==> src/rtl/ppa_pkg.sv <==
// Shared definitions for the parallel-prefix adder self-test slice.
package ppa_pkg;

   localparam int unsigned PPA_WIDTH = 6;
   localparam int unsigned VEC_W     = 2 * PPA_WIDTH + 1;
   localparam int unsigned VEC_COUNT = 1 << VEC_W;
   localparam int unsigned ERR_W     = 2 * PPA_WIDTH + 2;

   typedef enum logic [1:0] {
      ST_IDLE  = 2'd0,
      ST_DRIVE = 2'd1,
      ST_CHECK = 2'd2,
      ST_DONE  = 2'd3
   } ppa_state_e;

   // Width helpers so the driver can be built for any operand width.
   function automatic int unsigned vec_w(input int unsigned width);
      return 2 * width + 1;
   endfunction

   function automatic int unsigned err_w(input int unsigned width);
      return 2 * width + 2;
   endfunction

endpackage

==> src/rtl/ppa_ref_model.sv <==
// Combinational reference for a WIDTH-bit adder with carry-in: sum = {ov, w}.
module ppa_ref_model #(
   parameter int unsigned WIDTH = 6
) (
   input  logic [WIDTH-1:0] a,
   input  logic [WIDTH-1:0] b,
   input  logic             c,
   output logic [WIDTH:0]   sum
);

   localparam int unsigned SW = WIDTH + 1;

   assign sum = {1'b0, a} + {1'b0, b} + SW'(c);

endmodule

==> src/rtl/ppa_adder_driver.sv <==
// Exhaustive operand sequencer and result checker for an external adder.
module ppa_adder_driver
   import ppa_pkg::*;
#(
   parameter int unsigned WIDTH  = PPA_WIDTH,
   parameter int unsigned SETTLE = 2
) (
   input  logic                 clk,
   input  logic                 rst_n,
   input  logic                 start,
   input  logic                 abort,
   output logic [WIDTH-1:0]     a_out,
   output logic [WIDTH-1:0]     b_out,
   output logic                 c_out,
   input  logic [WIDTH-1:0]     w_in,
   input  logic                 ov_in,
   output logic                 busy,
   output logic                 done,
   output logic                 pass,
   output logic [2*WIDTH+1:0]   err_count,
   output logic [2*WIDTH:0]     fail_vec
);

   localparam int unsigned VW    = vec_w(WIDTH);
   localparam int unsigned EW    = err_w(WIDTH);
   localparam int unsigned SET_W = (SETTLE > 1) ? $clog2(SETTLE) : 1;

   ppa_state_e         state_q, state_d;
   logic [VW-1:0]      vec_q, vec_d;
   logic [SET_W-1:0]   settle_q, settle_d;
   logic [EW-1:0]      err_q, err_d;
   logic [VW-1:0]      fail_q, fail_d;
   logic               busy_q, busy_d;
   logic               done_q, done_d;
   logic               pass_q, pass_d;
   logic [WIDTH:0]     exp_sum;
   logic               mismatch;

   ppa_ref_model #(.WIDTH(WIDTH)) u_ref (
      .a   (vec_q[WIDTH-1:0]),
      .b   (vec_q[2*WIDTH-1:WIDTH]),
      .c   (vec_q[2*WIDTH]),
      .sum (exp_sum)
   );

   assign mismatch = ({ov_in, w_in} != exp_sum);

   // Next-state and next-output logic.
   always_comb begin
      state_d  = state_q;
      vec_d    = vec_q;
      settle_d = settle_q;
      err_d    = err_q;
      fail_d   = fail_q;
      busy_d   = busy_q;
      done_d   = done_q;
      pass_d   = pass_q;
      case (state_q)
         ST_IDLE, ST_DONE: begin
            if (start) begin
               state_d  = ST_DRIVE;
               vec_d    = '0;
               settle_d = '0;
               err_d    = '0;
               fail_d   = '0;
               busy_d   = 1'b1;
               done_d   = 1'b0;
               pass_d   = 1'b0;
            end
         end
         ST_DRIVE: begin
            if (abort) begin
               state_d = ST_IDLE;
               busy_d  = 1'b0;
            end else if (settle_q == SET_W'(SETTLE - 1)) begin
               state_d = ST_CHECK;
            end else begin
               settle_d = settle_q + SET_W'(1);
            end
         end
         ST_CHECK: begin
            if (abort) begin
               state_d = ST_IDLE;
               busy_d  = 1'b0;
            end else begin
               // Only the first failing vector is latched; the count saturates.
               if (mismatch) begin
                  if (err_q != '1) err_d = err_q + EW'(1);
                  if (err_q == '0) fail_d = vec_q;
               end
               if (vec_q == '1) begin
                  state_d = ST_DONE;
                  busy_d  = 1'b0;
                  done_d  = 1'b1;
                  pass_d  = (err_d == '0);
               end else begin
                  state_d  = ST_DRIVE;
                  vec_d    = vec_q + VW'(1);
                  settle_d = '0;
               end
            end
         end
         default: state_d = ST_IDLE;
      endcase
   end

   always_ff @(posedge clk or negedge rst_n) begin
      if (!rst_n) begin
         state_q  <= ST_IDLE;
         vec_q    <= '0;
         settle_q <= '0;
         err_q    <= '0;
         fail_q   <= '0;
         busy_q   <= 1'b0;
         done_q   <= 1'b0;
         pass_q   <= 1'b0;
      end else begin
         state_q  <= state_d;
         vec_q    <= vec_d;
         settle_q <= settle_d;
         err_q    <= err_d;
         fail_q   <= fail_d;
         busy_q   <= busy_d;
         done_q   <= done_d;
         pass_q   <= pass_d;
      end
   end

   assign a_out     = vec_q[WIDTH-1:0];
   assign b_out     = vec_q[2*WIDTH-1:WIDTH];
   assign c_out     = vec_q[2*WIDTH];
   assign busy      = busy_q;
   assign done      = done_q;
   assign pass      = pass_q;
   assign err_count = err_q;
   assign fail_vec  = fail_q;

endmodule

==> config.mk <==
export PLATFORM = sky130hd
export DESIGN_NAME = ppa_adder_driver
export DESIGN_NICKNAME = d
export VERILOG_FILES = /design/src/rtl/ppa_pkg.sv /design/src/rtl/ppa_ref_model.sv /design/src/rtl/ppa_adder_driver.sv
export SDC_FILE = /design/constraint.sdc
export NUM_CORES = 1
export LEC_CHECK = 0
export CAP_MARGIN = 10
export CORE_MARGIN = 2
export CORE_UTILIZATION = 53
export CTS_CLUSTER_SIZE = 14
export DETAILED_ROUTE_END_ITERATION = 12
export PLACE_DENSITY = 0.81
export SLEW_MARGIN = 0
export SYNTH_ARGS = -nofsm -noshare
export SYNTH_HDL_FRONTEND = slang
export SYNTH_SLANG_ARGS = --single-unit
==> constraint.sdc <==
create_clock -name clk -period 4 [get_ports clk]
set_clock_uncertainty 0.05 [all_clocks]
set_input_delay 0.6 -clock clk [delete_from_list [all_inputs] [get_ports clk]]
set_output_delay 0.6 -clock clk [all_outputs]
set_load 0.03 [all_outputs]
==> metrics.txt <==
status=completed; CTS tree=built; Post-DRT Antenna Nets=0; Worst Max-Slew Pin Slew=1.01 ns; IO Pins=54; post-layout minimum cycle time=3.55 ns; endpoint type of the worst setup path=flop; leading area contributor after synthesis=dfrtp_1; initial antenna violation count=0; 1st-iter DRT viols=382; Yosys warnings=0; Clock transition at path regs=0.09 ns; fmax=282 MHz; WL/cell=16.1 um; Synthesized Nets=374; Cell Area, Synth=2940 sq um; Detailed Route WL=7.58 mm; Syn Area/Cell=8.40 sq um; GR Util All Layers=0.262; die area=6160 sq um; pre-CTS setup slack=0.560 ns; area grow syn2layout=23.5%; Top FF cell, synth=dfrtp_1; post-cts sizing count=0; CTS H-tree lvls=2; core footprint=5440 sq um; WP data arrival=3.71 ns; Worst setup SP type=flop; clock root buffer=clkbuf_8; CTS Sinks=46; hold_ws=0.412 ns; final hold vios=0; number of global-route vias before repair=2704; die width=78.5 um; Initial Util=0.540; Crit Path Class=reg2reg; Async S/R FF share, synth=1.00; worst path cell trace=inv_1, fa_1, inv_1, fa_1, xnor2_1, o311ai_0, a211oi_1, nand4b_1, buf_4, nand3_1, mux2i_1, nand4_1, o41ai_2; Max VDD drop=0.000360 V; Power Density=381 nW/um^2; clk_lat worst skew=0.31 ns; share of the synthesized area in the top cell type=0.392; leak pwr=1.56 nW; r2r worst-path depth=13; DP HPWL=5.39 mm; register bit total from synthesis=46; Synth cell types=49; Synth area leaders=dfrtp_1 39%, o21ai_0 8.0%, nand2_1 7.0%; vias per inst=6.08; Final Cycle Share=0.888; RSZ-0062 raised after global routing=no; Worst slew margin=0.324; worst setup margin=0.448 ns; Final #Nets=422; Hold-fix buffers, CTS=0; port buffer count=53; CTS max path bufs=2; Max Slew Vio Count=0; total congestion overflow=0; Critical Path Fanout Max=12; ant diodes=0; Setup Fix Bufs, Post-CTS=0; # setup viols final=0; sequential share of the synthesized area=0.392; routed vias=2859; Final TNS setup=0 ns; maxcap violations=0; largest net degree at the start of global routing=47; Post-Syn Instances=350; first-pass GRT wire length=13.0 mm; FP Rows=27; HP Class=in2async; number of iterations in the first detailed-routing pass=5; layout cells sized above 1=0.0402; chip height=78.5 um; residual DRC count=0; routability cong.=0.915; Critical Path RT=4.15 ns; slowest CP cell=dfrtp_1; slowest stage delay, CP=0.49 ns; CTS buffer count=5; most common cell after layout, fill and taps aside=nand2_1; number of synthesized flops with an enable pin=0; most frequent cells in the layout=55 x nand2_1, 52 x clkdlybuf4s50_1, 47 x o21ai_0, 46 x dfrtp_1, 23 x a21oi_1
-- cells in the mapped netlist, types with 2 or more instances --
cell and instances:
a211oi_1 2, a21o_1 5, a21oi_1 23, a22o_1 6, a31oi_1 2, a41oi_1 2, and2_1 5, and3_1 12
and4_1 2, clkbuf_1 14, dfrtp_1 46, fa_1 2, ha_1 11, inv_1 13, mux2i_1 4, nand2_1 55
nand2b_1 2, nand3_1 16, nand4_1 6, nand4b_1 2, nor2_1 14, nor2b_1 5, nor3_1 8, nor4_1 2
o21a_1 4, o21ai_0 47, o31ai_1 5, o41ai_1 2, or3_1 3, xnor2_1 8, xor2_1 4
-- layout make-up --
type	count	area, sq um
inverter	13	48.8
fill	463	1810
clock inverter	1	30.0
timing repair buffer	57	556
clock buffer	6	82.6
sequential	46	1150
tap	72	90.1
multi-input combinational	275	1670
-- through the flow --
step	std cells	area (sq um)	total power, W	utilization
floorplan	350	2940	0.000882	-
global placement	463	3520	0.00101	0.646
detailed placement	463	3520	0.00103	0.646
CTS	470	3630	0.00139	0.667
global route	470	3630	0.00147	0.667
finish	470	3630	0.00138	0.667
-- worst max-delay path: cells and delay by family, from the launching register on --
family	cells	cell delay (ns)
xor+xnor	1	0.17
flops	1	0.49
fa+ha+maj	2	0.89
simple gates	3	0.44
buf+inv	3	0.40
compound gates	3	0.78
mux	1	0.24
-- sequential cells by signal, summed over array words and instances, names as in the netlist --
name       cells
err_count     14
fail_vec      13
vec_q         13
state_q        2
busy           1
done           1
pass           1
settle_q       1
-- final timing paths --
kind	slack, ns	end	start
worst max-delay path	0.45	pass	vec_q[0]
worst min-delay path	0.41	fail_vec[10]	rst_n
worst max register to register	0.45	pass	vec_q[0]
worst min register to register	0.43	fail_vec[12]	fail_vec[12]
max in group asynchronous	2.86	fail_vec[0]	rst_n
min in group clk	0.43	fail_vec[12]	fail_vec[12]
-- cells by family (layout without fill, tap and decap cells) --
family	Yosys count	count (layout)	share of synthesized area
xor+xnor	12	12	0.0358
compound gates	108	108	0.226
mux	5	5	0.0175
simple gates	137	137	0.229
buf+inv	29	77	0.0400
fa+ha+maj	13	13	0.0605
flops	46	46	0.392
-- power by group --
| part | internal, W | leakage, nW | switching [W] |
|---|---|---|---|
| clock | 0.000200 | 0.0573 | 0.000162 |
| combinational | 0.000156 | 0.869 | 0.000340 |
| sequential | 0.000492 | 0.637 | 0.0000315 |
-- layer usage --
metal | wire length [um] | global-route usage | vias up | share of wire
li1 | - | - | 1365 | -
met2 | 3510 | 0.415 | 122 | 0.46
met5 | 0 | 0 | - | 0
met1 | 3380 | 0.361 | 1351 | 0.45
met3 | 518 | 0.0552 | 21 | 0.068
met4 | 162 | 0.0807 | 0 | 0.021
(Power assumes the default switching activity.)
